[src/rtl/pll_rst_seq_pkg.sv]
// Shared state encoding and default parameter values for the PLL reset sequencer.
// The optional lock timeout / retry logic is enabled by defining PLL_LOCK_TIMEOUT_EN.
package pll_rst_seq_pkg;

  typedef enum logic [2:0] {
    RST_PLL   = 3'd0,
    WAIT_LOCK = 3'd1,
    RELEASE   = 3'd2,
    RUN       = 3'd3,
    FAIL      = 3'd4
  } state_t;

  localparam int DEF_ARST_CYC        = 10;
  localparam int DEF_LOCK_STABLE_CYC = 1000;
  localparam int DEF_N_DOM           = 3;
  localparam int DEF_STAGE_GAP       = 16;
  localparam int DEF_TIMEOUT_CYC     = 50000;
  localparam int DEF_MAX_RETRY       = 3;

  function automatic int max_of(input int a, input int b);
    return (a > b) ? a : b;
  endfunction

endpackage

[src/rtl/pll_rst_seq_sync.sv]
// Two-flop synchronizer bringing the asynchronous PLL lock flag into the system clock domain.
// Both flops clear on the asynchronous reset so the flag reads as unlocked until proven otherwise.
module sync_2ff (
  input  logic clk,
  input  logic rst,
  input  logic d,
  output logic q
);

  logic meta;

  always_ff @(posedge clk or posedge rst) begin
    if (rst) begin
      meta <= 1'b0;
      q    <= 1'b0;
    end else begin
      meta <= d;
      q    <= meta;
    end
  end

endmodule

[src/rtl/pll_rst_seq.sv]
// PLL reset sequencer: pulses the PLL reset, waits for a stable lock, then releases the
// downstream reset domains one by one. Define PLL_LOCK_TIMEOUT_EN for lock timeout and retry.
module pll_rst_seq
  import pll_rst_seq_pkg::*;
#(
  parameter int ARST_CYC        = DEF_ARST_CYC,
  parameter int LOCK_STABLE_CYC = DEF_LOCK_STABLE_CYC,
  parameter int N_DOM           = DEF_N_DOM,
  parameter int STAGE_GAP       = DEF_STAGE_GAP,
  parameter int TIMEOUT_CYC     = DEF_TIMEOUT_CYC,
  parameter int MAX_RETRY       = DEF_MAX_RETRY
) (
  input  logic             sys_clk,
  input  logic             sys_rst,
  input  logic             pll_locked,
  output logic             pll_areset,
  output logic [N_DOM-1:0] dom_rst,
  output logic             seq_done,
  output logic [7:0]       lock_lost_cnt,
  output logic             seq_err
);

`ifdef PLL_LOCK_TIMEOUT_EN
  localparam int CNT_MAX = max_of(max_of(ARST_CYC, LOCK_STABLE_CYC),
                                  max_of(STAGE_GAP, TIMEOUT_CYC));
  localparam int RTY_W   = $clog2(MAX_RETRY) + 1;
`else
  localparam int CNT_MAX = max_of(max_of(ARST_CYC, LOCK_STABLE_CYC), STAGE_GAP);
`endif
  localparam int CNT_W   = $clog2(CNT_MAX) + 1;
  localparam int STG_W   = $clog2(N_DOM) + 1;

  state_t             state, state_n;
  logic               locked_s;
  logic [CNT_W-1:0]   cnt, cnt_n;
  logic [STG_W-1:0]   stage, stage_n;
  logic [N_DOM-1:0]   dom_rst_n;
  logic [7:0]         lost_n;
`ifdef PLL_LOCK_TIMEOUT_EN
  logic [CNT_W-1:0]   to_cnt, to_n;
  logic [RTY_W-1:0]   retry, retry_n;
`endif

  sync_2ff u_lock_sync (
    .clk (sys_clk),
    .rst (sys_rst),
    .d   (pll_locked),
    .q   (locked_s)
  );

  always_ff @(posedge sys_clk or posedge sys_rst) begin
    if (sys_rst) begin
      state         <= RST_PLL;
      cnt           <= '0;
      stage         <= '0;
      dom_rst       <= '1;
      lock_lost_cnt <= '0;
`ifdef PLL_LOCK_TIMEOUT_EN
      to_cnt        <= '0;
      retry         <= '0;
`endif
    end else begin
      state         <= state_n;
      cnt           <= cnt_n;
      stage         <= stage_n;
      dom_rst       <= dom_rst_n;
      lock_lost_cnt <= lost_n;
`ifdef PLL_LOCK_TIMEOUT_EN
      to_cnt        <= to_n;
      retry         <= retry_n;
`endif
    end
  end

  // One shared counter serves the reset pulse, the lock-stability run and the stage gap,
  // since only one of them is ever active in a given state.
  always_comb begin
    state_n   = state;
    cnt_n     = cnt;
    stage_n   = stage;
    dom_rst_n = dom_rst;
    lost_n    = lock_lost_cnt;
`ifdef PLL_LOCK_TIMEOUT_EN
    to_n      = to_cnt;
    retry_n   = retry;
`endif

    unique case (state)
      RST_PLL: begin
        dom_rst_n = '1;
        stage_n   = '0;
`ifdef PLL_LOCK_TIMEOUT_EN
        to_n      = '0;
`endif
        if (cnt == CNT_W'(ARST_CYC - 1)) begin
          state_n = WAIT_LOCK;
          cnt_n   = '0;
        end else begin
          cnt_n = cnt + 1'b1;
        end
      end

      WAIT_LOCK: begin
        if (!locked_s) begin
          cnt_n = '0;
        end else if (cnt == CNT_W'(LOCK_STABLE_CYC - 1)) begin
          state_n      = RELEASE;
          cnt_n        = '0;
          stage_n      = STG_W'(1);
          dom_rst_n[0] = 1'b0;
        end else begin
          cnt_n = cnt + 1'b1;
        end
`ifdef PLL_LOCK_TIMEOUT_EN
        // A lock that completes on the timeout cycle wins over the timeout.
        if (state_n == WAIT_LOCK) begin
          if (to_cnt == CNT_W'(TIMEOUT_CYC - 1)) begin
            cnt_n   = '0;
            to_n    = '0;
            retry_n = retry + 1'b1;
            state_n = (retry_n == RTY_W'(MAX_RETRY)) ? FAIL : RST_PLL;
          end else begin
            to_n = to_cnt + 1'b1;
          end
        end
`endif
      end

      RELEASE: begin
        if (!locked_s) begin
          state_n   = RST_PLL;
          cnt_n     = '0;
          stage_n   = '0;
          dom_rst_n = '1;
          if (lock_lost_cnt != 8'hFF) lost_n = lock_lost_cnt + 8'd1;
        end else if (stage >= STG_W'(N_DOM)) begin
          state_n = RUN;
`ifdef PLL_LOCK_TIMEOUT_EN
          retry_n = '0;
`endif
        end else if (cnt == CNT_W'(STAGE_GAP - 1)) begin
          cnt_n   = '0;
          stage_n = stage + 1'b1;
          for (int i = 0; i < N_DOM; i++) begin
            if (stage == STG_W'(i)) dom_rst_n[i] = 1'b0;
          end
          if (stage == STG_W'(N_DOM - 1)) begin
            state_n = RUN;
`ifdef PLL_LOCK_TIMEOUT_EN
            retry_n = '0;
`endif
          end
        end else begin
          cnt_n = cnt + 1'b1;
        end
      end

      RUN: begin
        if (!locked_s) begin
          state_n   = RST_PLL;
          cnt_n     = '0;
          stage_n   = '0;
          dom_rst_n = '1;
          if (lock_lost_cnt != 8'hFF) lost_n = lock_lost_cnt + 8'd1;
        end
      end

      FAIL: begin
        dom_rst_n = '1;
      end

      default: begin
        state_n   = RST_PLL;
        cnt_n     = '0;
        dom_rst_n = '1;
      end
    endcase
  end

  assign pll_areset = (state == RST_PLL);
  assign seq_done   = (state == RUN);
`ifdef PLL_LOCK_TIMEOUT_EN
  assign seq_err    = (state == FAIL);
`else
  assign seq_err    = 1'b0;
`endif

endmodule
[config.mk]
export PLATFORM = sky130hd
export DESIGN_NAME = pll_rst_seq
export DESIGN_NICKNAME = d
export VERILOG_FILES = /design/src/rtl/pll_rst_seq_pkg.sv /design/src/rtl/pll_rst_seq_sync.sv /design/src/rtl/pll_rst_seq.sv
export SDC_FILE = /design/constraint.sdc
export NUM_CORES = 1
export LEC_CHECK = 0
export ABC_CLOCK_PERIOD_IN_PS = 3000
export BUFFER_PORTS_ARGS = -buffer_cell sky130_fd_sc_hd__buf_2
export CAP_MARGIN = 0
export CORE_MARGIN = 3
export CORE_UTILIZATION = 28
export DETAILED_ROUTE_END_ITERATION = 12
export HOLD_SLACK_MARGIN = 0.06
export MAX_ROUTING_LAYER = met4
export PLACE_DENSITY = 0.5
export SYNTH_ARGS = -nofsm -noshare
export SYNTH_HDL_FRONTEND = slang
export SYNTH_SLANG_ARGS = --single-unit
[constraint.sdc]
create_clock -name sys_clk -period 3 [get_ports sys_clk]
set_input_delay 0 -clock sys_clk [delete_from_list [all_inputs] [get_ports sys_clk]]
set_output_delay 0 -clock sys_clk [all_outputs]
set_load 0.02 [all_outputs]
==> summary.md, run 1 <==
After synthesis, the largest family of logic cells by area is compound AO/OA/AOI/OAI gates. The post-detailed-route wirelength per cell is 13.3 microns, and the internal power component is 0.000678 W. The number of standard cells after synthesis came out at 173. The element type at the critical path start is a flop. Routed wire length: 3580 microns. Using the TritonRoute via totals, the vias-per-cell ratio works out to 4.91. Summed over all failing endpoints, the final setup total negative slack is 0 ns.

After synthesis, the most frequently instantiated cells are sky130_fd_sc_hd__dfrtp_1, sky130_fd_sc_hd__nand2_1, sky130_fd_sc_hd__inv_1. Counting flops with a built-in enable in the synthesized netlist gives 0. The logs give 0.427 GHz for the maximum clock frequency and 0.299 for the starting density of the core. After synthesis, the mean cell area works out to 9.86 sq um. Proportion of synthesized area in mux cells: 0.0249. During placement, the flow inserted port buffers numbering 15.

During I/O placement, the number of pins put on the boundary was 17. The worst path in the final design needs a cycle of 2.34 ns, including I/O delays and setup. The actual transition at the worst max-transition pin was 0.521 ns; the net load switching power was 0.000177 W. The number of cells in the design after placement was 258; the number of placement rows was 27. The final count of negative-setup-slack endpoints was 0.

TritonCTS built the clock tree. The area after detailed placement was 1860 sq um; the number of cell instances on the worst register-to-register path was 5. The worst hold margin is 0.331 ns, and the power after layout is 0.000855 W. Once detail routing completed, the nets flagged for antenna violations numbered 0.

Setup repair after global routing left no endpoint under its margin. The first detailed-routing pass ran for 4 iterations. STA classifies the critical path endpoint as a flop. At the worst endpoint, the required time is 3.16 ns.

The net count of the finished layout is 211. Counting the buffers created by CTS gives 5. Counting every sink on the clock net gives 29. The clock latency of the later-clocked register in the worst-skew pair was 0.28 ns. The Yosys step of the flow raised 0 warnings.

Once detailed placement completed, the half-perimeter wirelength came to 2530 microns. After synthesis, the cell types taking the most area are sky130_fd_sc_hd__dfrtp_1, sky130_fd_sc_hd__ha_1, sky130_fd_sc_hd__dfstp_2, sky130_fd_sc_hd__o21ai_0, sky130_fd_sc_hd__nand2_1. Summing every instance area after synthesis gives 1710 sq um. Routability-driven placement finished with a final weighted congestion of 0.789.

The proportion of power drawn by combinational gates was 0.039; the max-capacitance violation count was 0. The xor-xnor portion of the synthesized cell area came out at 0.0360. Dividing total power by cell area gives a power density of 428 nW/um^2.

The flow ran to the end, and the final reports show no timing, DRC or antenna violations. Switching fraction of total power: 0.207. The kind of critical path was flop to flop.

The tightest min-delay check is of the input port to asynchronous set/reset pin type. The tools report the wire length of the first global-routing pass as 6180 microns. The final instance count without filler cells came out at 268. The number of hold violations in the final report is 0, and the setup fix buffers added after clock tree synthesis is 0.

For the total global routing overflow, the log shows 0. Entering global routing, the biggest net connects 30 pins. In this run the critical register-to-register path is captured at cnt[10]. The number of hold buffers added after CTS was 2. The tools report the total number of vias as 1,316.

Counting distinct cell types in the post-synthesis netlist gives 51. The die covers 7060 sq um. Y dimension of the die: 84.0 microns. Peak supply drop: 0.218 mV. 0 antenna diodes ended up in the layout.

The max-slew violation total from the final report is 0, and the area growth from synthesis to final layout is 17.0%. The tools report the sequential share of the synthesized area as 0.428. The first routing iteration left 76 violations. Proportion of power drawn by flip-flops and latches: 0.468. The number of buffers between clock root and the deepest sink is 2, and the final non-filler cell area is 2000 sq um.

Dominant register cell in the synthesized netlist: sky130_fd_sc_hd__dfrtp_1. The synthesized design spends more area on one cell type than any other, namely sky130_fd_sc_hd__dfrtp_1. The ratio of cells with drive above 1 in the final layout was 0.189. Flip-flop and latch count after synthesis: 29. After clock tree synthesis, the repair step resized 0 gates. The critical path arrival is 2.50 ns, and the area share of the largest cell type after synthesis is 0.382. Overall track demand over capacity in global routing: 0.112. Leakage power total: 0.914 nW.

Counting every net in the synthesized netlist gives 189. After detailed routing, the number of remaining DRC violations is 0. The root buffer cell chosen for the clock tree is sky130_fd_sc_hd__clkbuf_8. The region available for standard cell placement spans 5710 sq um.

Clock skew on the completed layout was measured at 0.00454 ns. The via count of the first global-routing pass is 1,248, and the die width is 84.0 microns. The cell with the most instances after synthesis was sky130_fd_sc_hd__dfrtp_1. The share of synthesized registers carrying an async set or reset is 1.00. The simple-gate portion of the synthesized area came out at 0.167. Startpoint of the worst-slack reg-to-reg timing path: cnt[5].

The clock-pin transition on the worst setup and hold timing paths was 0.07 ns. The number of antenna violations at the first check in global routing is 0, and the largest fanout of any net on the critical path is 11. The period utilization came out at 0.780. The share of the synthesized area in compound gates (AO/OA/AOI/OAI) is 0.200.

CTS built an H-tree with a depth of 2. The headroom to the max-slew limit was 0.647; the worst reg-to-reg setup slack was 0.66 ns. The part of the total power dissipated in the clock network is 0.493, and the share of synthesized cell area in full adder, half adder and majority cells is 0.0954.
## power groups by stage
| stage | Combinational, W | Clock [W] | Sequential [W] |
|---|---|---|---|
| final | 0.0000335 | 0.000421 | 0.000400 |
| after global placement | 0.0000331 | 0 | 0.000407 |
| after global routing | 0.0000393 | 0.000451 | 0.000401 |
| after CTS | 0.0000346 | 0.000436 | 0.000400 |
| after floorplan | 0.0000244 | 0 | 0.000407 |
| after detailed placement | 0.0000325 | 0 | 0.000407 |
## area by class of cell
cell class,count,area [sq um]
tap,72,90.1
clock buffer,7,86.3
fill,573,3710
inverter,14,52.6
clock inverter,1,30.0
multi-input combinational,126,897
sequential,29,729
timing repair buffer,19,110
## layout by cell type (no fill, tap or decap), types with 3 or more instances in the layout
cell / Yosys / routed
sky130_fd_sc_hd__xor2_1: 3 / 3
sky130_fd_sc_hd__nand3_1: 7 / 7
sky130_fd_sc_hd__xnor2_1: 4 / 4
sky130_fd_sc_hd__a21oi_1: 6 / 6
sky130_fd_sc_hd__and3_1: 4 / 4
sky130_fd_sc_hd__nand2_1: 17 / 17
sky130_fd_sc_hd__clkbuf_8: 0 / 6
sky130_fd_sc_hd__a22o_1: 3 / 3
sky130_fd_sc_hd__ha_1: 13 / 13
sky130_fd_sc_hd__o41ai_1: 4 / 4
sky130_fd_sc_hd__dfstp_2: 3 / 3
sky130_fd_sc_hd__dfrtp_1: 26 / 26
sky130_fd_sc_hd__inv_1: 14 / 14
sky130_fd_sc_hd__buf_2: 0 / 15
sky130_fd_sc_hd__nor2_1: 9 / 9
sky130_fd_sc_hd__o21ai_0: 13 / 13
## worst max-delay path, stage by stage, from the launching register on
cell and delay (ns):
sky130_fd_sc_hd__dfrtp_1 0.43, sky130_fd_sc_hd__or4_4 0.59, sky130_fd_sc_hd__o41ai_2 0.36, sky130_fd_sc_hd__a31o_2 0.35, sky130_fd_sc_hd__nor2_1 0.15, sky130_fd_sc_hd__a221o_1 0.35
## per-layer routing
layer | part of all wire | track usage
met1 | 0.51 | 0.157
met2 | 0.41 | 0.152
met3 | 0.053 | 0.0306
met4 | 0.018 | 0.0439
met5 | 0 | -
## state kept, by name, summed over array words and instances, names as in the netlist
name / cells
cnt: 11
lock_lost_cnt: 8
dom_rst: 3
stage: 3
state: 2
u_lock_sync.meta: 1
u_lock_sync.q: 1
## worst max-delay path by stage
stage	start	to	slack (ns)	cells past startpoint
floorplan	stage[0]	cnt[1]	0.90	8
global placement	cnt[5]	cnt[10]	0.71	5
detailed placement	stage[0]	cnt[0]	0.69	7
CTS	cnt[5]	cnt[10]	0.67	5
global route	stage[0]	cnt[7]	0.52	7
finish	cnt[5]	cnt[10]	0.66	5
## through the flow
stage          worst slack (ns)   util
4_1_cts                   0.674  0.350
6_report                  0.660  0.350
2_1_floorplan             0.904      -
3_5_place_dp              0.689  0.326
5_1_grt                   0.523  0.350
3_3_place_gp              0.706  0.326
## cells by family after synthesis
kind of cell | count (synthesis)
and+or+nand+nor | 55
AOI/OAI and AO/OA | 46
DFF | 29
buffers and inverters | 18
adders and majority gates | 13
xor gates and xnor gates | 7
muxes | 4
other | 1
(Power assumes the default switching activity.)
==> run 2, diff against run 1 <==
--- a/config.mk
+++ b/config.mk
@@ -5,7 +5,8 @@
 export SDC_FILE = /design/constraint.sdc
 export NUM_CORES = 1
 export LEC_CHECK = 0
-export ABC_CLOCK_PERIOD_IN_PS = 3000
+export ABC_AREA = 1
+export ABC_CLOCK_PERIOD_IN_PS = 2060
 export BUFFER_PORTS_ARGS = -buffer_cell sky130_fd_sc_hd__buf_2
 export CAP_MARGIN = 0
 export CORE_MARGIN = 3
@@ -13,7 +14,7 @@
 export DETAILED_ROUTE_END_ITERATION = 12
 export HOLD_SLACK_MARGIN = 0.06
 export MAX_ROUTING_LAYER = met4
-export PLACE_DENSITY = 0.5
+export PLACE_DENSITY = 0.51
 export SYNTH_ARGS = -nofsm -noshare
 export SYNTH_HDL_FRONTEND = slang
 export SYNTH_SLANG_ARGS = --single-unit
==> constraint.sdc (replaced) <==
create_clock -name sys_clk -period 2.06 [get_ports sys_clk]
set_input_delay 0 -clock sys_clk [delete_from_list [all_inputs] [get_ports sys_clk]]
set_output_delay 0 -clock sys_clk [all_outputs]
set_load 0.02 [all_outputs]
==> run 2 against run 1 <==
Total power increased by 27%. Synthesized cell count increased by 40%. Setup slack got worse by 0.44 ns. Sequential power increased by 46%. Largest power group is now registers.
==> summary.md, run 2 <==
The flow ran to the end, and the final reports show no timing, DRC or antenna violations. Number of antenna violations at the first check in global routing: 0 (unchanged). The tools report the total number of vias as 1,520 (was 1,316). Largest stage delay on the critical path: 0.44 ns (was 0.59 ns).

Number of nets in the layout: 284 (was 211). The routed wire length was 3780 microns (was 3580 microns). For the number of nets in the synthesized netlist, the log shows 259 (was 189). The kind of critical path was flop to flop (unchanged).

For the peak supply drop, the log shows 0.231 mV (was 0.218 mV). The cell area after synthesis was 1910 sq um (was 1710 sq um). Cells traversed along the worst timing path: ha_1 > ha_1 > nor2_1 > nand2_1 > nand2_4 > nand2_8 > inv_4 > nand4_2 > nand2_1 > o21ai_1 (was or4_4 > o41ai_2 > a31o_2 > nor2_1 > a221o_1).

Count of warnings emitted by yosys: 0 (unchanged). The run gives 0.338 (was 0.350) as the core occupancy in the finished layout. The via count of the first global-routing pass is 1,482 (was 1,248), and the flip-flop and latch count after synthesis is 29 (unchanged). For the number of hold violations in the final report, the log shows 0 (unchanged). The area share of the largest cell type after synthesis came out at 0.340 (was 0.382). The clock-pin transition on the worst setup and hold timing paths was 0.07 ns (about the same); the synthesized area per cell was 7.88 sq um (was 9.86 sq um).

For the total number of clock tree sinks, the log shows 29 (unchanged). The actual transition at the worst max-transition pin was 0.710 ns (was 0.521 ns); the die width was 88.7 microns (was 84.0 microns). The kind of end point of the critical path was a flop (unchanged). For the maximum number of pins on one net before global-route repair, the log shows 20 (was 30). The class of the most critical hold timing path was flop to flop (was input port to asynchronous set/reset pin).

Largest cells by area after synthesis: sky130_fd_sc_hd__dfrtp_1, sky130_fd_sc_hd__nand2_1, sky130_fd_sc_hd__ha_1, sky130_fd_sc_hd__inv_1, sky130_fd_sc_hd__nand3_1 (was sky130_fd_sc_hd__dfrtp_1, sky130_fd_sc_hd__ha_1, sky130_fd_sc_hd__dfstp_2, sky130_fd_sc_hd__o21ai_0, sky130_fd_sc_hd__nand2_1). The initial DRC count is 60 (was 76), and the starting density of the core is 0.295 (was 0.299). The logs give 0.542 GHz (was 0.427 GHz) for the maximum clock frequency and 0 (unchanged) for the total global routing overflow.

The tools report the cell chosen for the clock root as sky130_fd_sc_hd__clkbuf_8 (unchanged). Summed negative setup slack over all endpoints: 0 ns (unchanged). The data required time at the worst endpoint was 2.23 ns (was 3.16 ns). The worst hold margin is 0.366 ns (was 0.331 ns). Core outline area: 6490 sq um (was 5710 sq um). The post-synthesis cell type with the largest combined area is sky130_fd_sc_hd__dfrtp_1 (unchanged). The run gives 662 (was 573) as the count of filler cells inserted in the layout.

The count of hold-fix buffers inserted at cts is 2 (unchanged). The commonest non-fill, non-tap cell in the layout was sky130_fd_sc_hd__nand2_1 (was sky130_fd_sc_hd__dfrtp_1). The post-detailed-route wirelength per cell is 10.9 microns (was 13.3 microns).

The element type at the critical path start is a flop (unchanged). The number of antenna-violating nets in the routed design came out at 0 (unchanged). Top Registers: cnt (11), lock_lost_cnt (8) (unchanged). Post-synth top cells: sky130_fd_sc_hd__nand2_1, sky130_fd_sc_hd__inv_1, sky130_fd_sc_hd__dfrtp_1 (was sky130_fd_sc_hd__dfrtp_1, sky130_fd_sc_hd__nand2_1, sky130_fd_sc_hd__inv_1).

The register bank with the most flops was cnt (unchanged). The via-per-instance ratio came out at 4.39 (was 4.91). The y dimension of the die is 88.7 microns (was 84.0 microns), and the number of standard cells after synthesis is 243 (was 173). The tools report the setup fix buffers added after clock tree synthesis as 0 (unchanged). Largest fanout of any net on the critical path: 15 (was 11). Setup repair after global routing left no endpoint under its margin.

The antenna diode count is 0 (unchanged). The post-route DRC violation count is 0 (unchanged). The number of buffers between clock root and the deepest sink was 2 (unchanged); the die outline area was 7870 sq um (was 7060 sq um). The critical path arrival came out at 2.01 ns (was 2.50 ns).

The final non-filler cell area was 2190 sq um (was 2000 sq um); the distinct cell type count of the synthesized netlist was 31 (was 51). The number of flip-flops in the largest register is 11 (unchanged). The run gives 0.115 (was 0.112) as the overall track demand over capacity in global routing. Most used cells in the layout excluding fill and tap cells: sky130_fd_sc_hd__nand2_1, sky130_fd_sc_hd__inv_1, sky130_fd_sc_hd__dfrtp_1 (was sky130_fd_sc_hd__dfrtp_1, sky130_fd_sc_hd__nand2_1, sky130_fd_sc_hd__buf_2). The post-cts resize count came out at 0 (unchanged). The slowest cell on the critical path was sky130_fd_sc_hd__dfrtp_1 (was sky130_fd_sc_hd__or4_4). The total I/O pin count was 17 (unchanged); the max-capacitance violation count was 0 (unchanged). Dominant register cell in the synthesized netlist: sky130_fd_sc_hd__dfrtp_1 (unchanged). The headroom to the max-slew limit is 0.526 (was 0.647), and the number of port buffers is 15 (unchanged). Number of buffers added by the clock tree synthesis step: 5 (unchanged).

The tools report the max-slew violation total from the final report as 0 (unchanged). The wire length of the first global-routing pass was 6890 microns (was 6180 microns). The ratio of cells with drive above 1 in the final layout is 0.219 (was 0.189).

The logs give 4 (unchanged) for the number of optimization iterations in the first detailed-route pass and 336 (was 258) for the number of cells in the design after placement. The final instance count without filler cells was 346 (was 268). The share of synthesized registers carrying an async set or reset is 1.00 (unchanged). The area after detailed placement was 2090 sq um (was 1860 sq um).

The cell with the most instances after synthesis is sky130_fd_sc_hd__nand2_1 (was sky130_fd_sc_hd__dfrtp_1). The clock tree skew after final layout is 0.00579 ns (was 0.00454 ns), and the weighted congestion reported at the end of routability-driven placement is 0.806 (was 0.789). The number of flops mapped to enable cells by yosys came out at 0 (unchanged). Area growth from synthesis to final layout: 14.5% (was 17.0%).

The period utilization works out to 0.895 (was 0.780). The final critical-path required period is 1.84 ns (was 2.34 ns). The run gives 0 (unchanged) as the final count of negative-setup-slack endpoints. TritonCTS built the clock tree. The number of placement rows came out at 29 (was 27). The power density of the placed cells works out to 496 nW/um^2 (was 428 nW/um^2). The maximum level of the CTS H-tree was 2 (unchanged); the final HPWL from detailed placement was 2940 microns (was 2530 microns). For the clock latency of the later-clocked register in the worst-skew pair, the log shows 0.28 ns (about the same).

The tools report the leakage power total as 1.06 nW (was 0.914 nW). The tools report the sequential share of the synthesized area as 0.381 (was 0.428).
[run 2: cell count changes in the layout (fill, tap and decap cells not counted), moves of 8 or more]
cell and delta:
sky130_fd_sc_hd__o21ai_0 -8, sky130_fd_sc_hd__nand2_1 +51, sky130_fd_sc_hd__nor2_1 +9, sky130_fd_sc_hd__inv_1 +15
sky130_fd_sc_hd__nand3_1 +11, sky130_fd_sc_hd__a21oi_2 +9
[run 2: logic make-up (layout without fill, tap and decap cells)]
kind of cell    after synthesis  in the layout  share of synthesized area
compound gates               25             25                     0.0850
xor+xnor                      9              9                     0.0412
fa+ha+maj                    13             13                     0.0850
buf+inv                      36             62                     0.0804
flops                        29             29                      0.381
other cells                   1              1                    0.00196
simple gates                130            130                      0.325
[run 2: metrics by stage]
step / total power [W] / worst slack, ns
after global placement: 0.000642 / 0.228
after global routing: 0.00113 / 0.0218
after detailed placement: 0.000642 / 0.218
final: 0.00109 / 0.216
after floorplan: 0.000628 / 0.460
after CTS: 0.00111 / 0.208
[run 2: layout make-up]
type	count	area [sq um]	share of cell area
clock buffers	6	72.6	0.0331
clock inverters	2	10.0	0.00457
inverters	34	135	0.0616
multi-input cells	178	1030	0.470
flip-flops and latches	29	729	0.333
well taps	77	96.3	0.0439
repair buffers	20	118	0.0537
[run 2: worst paths after layout]
path,start,endpoint,slack (ns),depth (start not counted)
hold / removal,u_lock_sync.meta,u_lock_sync.q,0.37,0
setup reg to reg,stage[0],stage[1],0.22,10
max in group asynchronous,sys_rst,u_lock_sync.q,1.10,4
setup / recovery,stage[0],stage[1],0.22,10
hold reg to reg,u_lock_sync.meta,u_lock_sync.q,0.37,0
min in group asynchronous,sys_rst,lock_lost_cnt[2],0.38,3
[run 2: report_power, final]
part           internal (W)  switching (W)  total (W)
Sequential         0.000576     0.00000831   0.000585
Combinational     0.0000162      0.0000312  0.0000475
Clock              0.000234       0.000222   0.000456
Total              0.000826       0.000262    0.00109
[run 2: per-layer routing]
| layer | part of all wire | GRT usage |
|---|---|---|
| met5 | 0 | - |
| met4 | 0.013 | 0.0357 |
| met3 | 0.024 | 0.0279 |
| met2 | 0.45 | 0.175 |
| met1 | 0.51 | 0.151 |
[run 2: worst max-delay path, delay by kind of cell, from the launching register on]
kind	cells	cell delay, ns
AOI/OAI and AO/OA	1	0.06
adders and majority gates	2	0.39
buffers and inverters	1	0.18
DFF	1	0.44
and+or+nand+nor	6	0.66
==> run 3, diff against run 2 <==
--- a/config.mk
+++ b/config.mk
@@ -9,12 +9,15 @@
 export ABC_CLOCK_PERIOD_IN_PS = 2060
 export BUFFER_PORTS_ARGS = -buffer_cell sky130_fd_sc_hd__buf_2
 export CAP_MARGIN = 0
+export CELL_PAD_IN_SITES_DETAIL_PLACEMENT = 0
+export CELL_PAD_IN_SITES_GLOBAL_PLACEMENT = 2
 export CORE_MARGIN = 3
 export CORE_UTILIZATION = 28
 export DETAILED_ROUTE_END_ITERATION = 12
 export HOLD_SLACK_MARGIN = 0.06
 export MAX_ROUTING_LAYER = met4
-export PLACE_DENSITY = 0.51
+export PLACE_DENSITY_LB_ADDON = 0.12
+export SLEW_MARGIN = 5
 export SYNTH_ARGS = -nofsm -noshare
 export SYNTH_HDL_FRONTEND = slang
 export SYNTH_SLANG_ARGS = --single-unit
==> run 3 against run 2 <==
Sequential cell count unchanged. Critical path depth did not move. Core utilization rose by 0.64 points. Hold slack worse by 0.029 ns. Fmax rose by 1.6%. Cell count grew 0.29%. Total power grew 14%. Setup slack better by 0.029 ns. Combinational power shrank 2%. Design area is 1.9% higher. Sequential power hardly changed. Via count decreased by 1.1%. Critical path type unchanged. Largest power group is now clock.
==> summary.md, run 3 (synthesis results as in run 2) <==
The flow ran to the end, and the final reports show no timing, DRC or antenna violations. The proportion of power drawn by flip-flops and latches came out at 0.471 (was 0.537). The commonest non-fill, non-tap cell in the layout is sky130_fd_sc_hd__nand2_1 (unchanged).

The logs give 0 (unchanged) for the max-slew violation total from the final report and 29 (unchanged) for the total number of clock tree sinks. Final critical-path required period: 1.82 ns (was 1.84 ns). Startpoint of the worst-slack reg-to-reg timing path: stage[0] (unchanged). The summed negative setup slack over all endpoints came out at 0 ns (unchanged).

The routed wire length is 4050 microns (was 3780 microns). The net load switching power came out at 0.000255 W (was 0.000262 W). The run gives 5 (unchanged) as the number of buffers added by the clock tree synthesis step. Proportion of power drawn by combinational gates: 0.037 (was 0.044). The kind of critical path was flop to flop (unchanged). The ratio of cells with drive above 1 in the final layout works out to 0.222 (was 0.219).

The cell chosen for the clock root was sky130_fd_sc_hd__clkbuf_8 (unchanged). Final instance count without filler cells: 347 (was 346). The count of filler cells inserted in the layout came out at 699 (was 662).

Setup repair after global routing left no endpoint under its margin. Top Registers: cnt (11), lock_lost_cnt (8) (unchanged). The run gives 1.98 ns (was 2.01 ns) as the critical path arrival. The worst hold margin was 0.337 ns (was 0.366 ns). The leakage power total is 1.08 nW (was 1.06 nW). The run gives 0 (unchanged) as the number of antenna violations at the first check in global routing. End of the worst register-to-register path: stage[0] (was stage[1]).

The tools report the part of the total power dissipated in the clock network as 0.491 (was 0.419). The weighted congestion reported at the end of routability-driven placement is 0.727 (was 0.806), and the final count of negative-setup-slack endpoints is 0 (unchanged). The maximum level of the CTS H-tree is 2 (unchanged).

The initial DRC count was 52 (was 60); the number of nets in the layout was 285 (was 284). The starting density of the core is 0.295 (unchanged), and the y dimension of the die is 88.7 microns (unchanged). The class of the most critical hold timing path was input port to asynchronous set/reset pin (was flop to flop). The tools report the number of antenna-violating nets in the routed design as 0 (unchanged). The period utilization was 0.881 (was 0.895); the die width was 88.7 microns (unchanged). Cells traversed along the worst timing path: ha_1 > ha_1 > nor2_1 > nand2_1 > nand2_4 > nand2_8 > inv_4 > nand4_2 > nand2_1 > o21ai_1 (unchanged). The total global routing overflow was 0 (unchanged); the via-per-instance ratio was 4.33 (was 4.39). The via count of the first global-routing pass was 1,502 (was 1,482). The tools report the final HPWL from detailed placement as 3170 microns (was 2940 microns). The tools report the die outline area as 7870 sq um (unchanged). Most used cells in the layout excluding fill and tap cells: sky130_fd_sc_hd__nand2_1, sky130_fd_sc_hd__inv_1, sky130_fd_sc_hd__dfrtp_1 (unchanged). The tools report the core outline area as 6490 sq um (unchanged). The tools report the element type at the critical path start as a flop (unchanged). The overall track demand over capacity in global routing was 0.122 (was 0.115). The post-route DRC violation count was 0 (unchanged). TritonCTS built the clock tree. The largest stage delay on the critical path was 0.44 ns (about the same). The peak supply drop was 0.228 mV (was 0.231 mV); the number of cells in the design after placement was 337 (was 336). The number of buffers between clock root and the deepest sink was 2 (unchanged); the number of flip-flops in the largest register was 11 (unchanged). The tools report the setup fix buffers added after clock tree synthesis as 0 (unchanged). The tools report the number of hold violations in the final report as 0 (unchanged). The run gives 0.00327 ns (was 0.00579 ns) as the clock tree skew after final layout. The maximum number of pins on one net before global-route repair is 30 (was 20), and the power density of the placed cells is 555 nW/um^2 (was 496 nW/um^2). The data required time at the worst endpoint was 2.22 ns (was 2.23 ns). For the maximum clock frequency, the log shows 0.551 GHz (was 0.542 GHz). Internal power component: 0.000986 W (was 0.000826 W). The kind of end point of the critical path was a flop (unchanged).

The worst reg-to-reg setup slack came out at 0.24 ns (was 0.22 ns). Register bank with the most flops: cnt (unchanged). The run gives 17 (unchanged) as the total I/O pin count. The core occupancy in the finished layout is 0.344 (was 0.338). The clock-pin transition on the worst setup and hold timing paths works out to 0.06 ns (was 0.07 ns). The number of optimization iterations in the first detailed-route pass was 4 (unchanged); the area growth from synthesis to final layout was 16.7% (was 14.5%). The run gives 0 (unchanged) as the max-capacitance violation count.

Wire length of the first global-routing pass: 7040 microns (was 6890 microns). Post-detailed-route wirelength per cell: 11.7 microns (was 10.9 microns). Antenna diode count: 0 (unchanged).

Clock latency of the later-clocked register in the worst-skew pair: 0.27 ns (was 0.28 ns). The largest fanout of any net on the critical path was 13 (was 15); the total number of vias was 1,503 (was 1,520). The number of placement rows was 29 (unchanged). The number of port buffers is 15 (unchanged), and the number of cell instances on the worst register-to-register path is 10 (unchanged). The slowest cell on the critical path is sky130_fd_sc_hd__dfrtp_1 (unchanged).

Switching fraction of total power: 0.205 (was 0.241).
## run 3: cell type report
class	instances	area [sq um]	share of cell area
repair buffers	21	125	0.0560
inverters	34	135	0.0605
clock inverters	1	30.0	0.0134
flip-flops and latches	29	729	0.327
clock buffers	7	86.3	0.0387
multi-input cells	178	1030	0.462
well taps	77	96.3	0.0431
## run 3: power by group through the flow
stage / combinational, W / sequential [W] / clock [W]
3_5_place_dp: 0.0000456 / 0.000595 / 0
6_report: 0.0000464 / 0.000585 / 0.000609
4_1_cts: 0.0000485 / 0.000584 / 0.000640
3_3_place_gp: 0.0000464 / 0.000595 / 0
5_1_grt: 0.0000551 / 0.000586 / 0.000669
2_1_floorplan: 0.0000345 / 0.000593 / 0
## run 3: worst max path at each step
| stage | startpoint | endpoint | slack, ns |
|---|---|---|---|
| final | stage[0] | stage[0] | 0.24 |
| after global placement | stage[0] | stage[1] | 0.24 |
| after detailed placement | stage[0] | stage[0] | 0.23 |
| after CTS | stage[0] | stage[0] | 0.22 |
| after floorplan | stage[0] | stage[0] | 0.46 |
| after global routing | stage[0] | stage[0] | 0.09 |
## run 3: critical path: cells and delay by family (launching register included)
kind / cells / cell delay (ns)
flip-flops: 1 / 0.44
adder cells (fa/ha/maj): 2 / 0.39
AND/OR/NAND/NOR: 6 / 0.66
buffers and inverters: 1 / 0.15
AO/OA/AOI/OAI: 1 / 0.06
## run 3: layer usage
layer  vias to the layer above  wire, microns  track usage
met2                        13           1810        0.179
li1                        816              -            -
met5                         -              0            -
met4                         0             29       0.0412
met1                       672           2110        0.160
met3                         2             98       0.0335
## run 3: timing repair
| item | CTS | global route |
|---|---|---|
| hold endpoints to repair | 27 | 0 |
| gates resized for setup | 0 | 0 |
| hold buffers | 2 | 0 |
## run 3: through the flow
stage	instance area [sq um]	setup slack, ns	power (W)
finish	2230	0.245	0.00124
floorplan	1910	0.460	0.000628
global route	2230	0.0887	0.00131
CTS	2230	0.217	0.00127
detailed placement	2100	0.234	0.000641
global placement	2100	0.239	0.000642
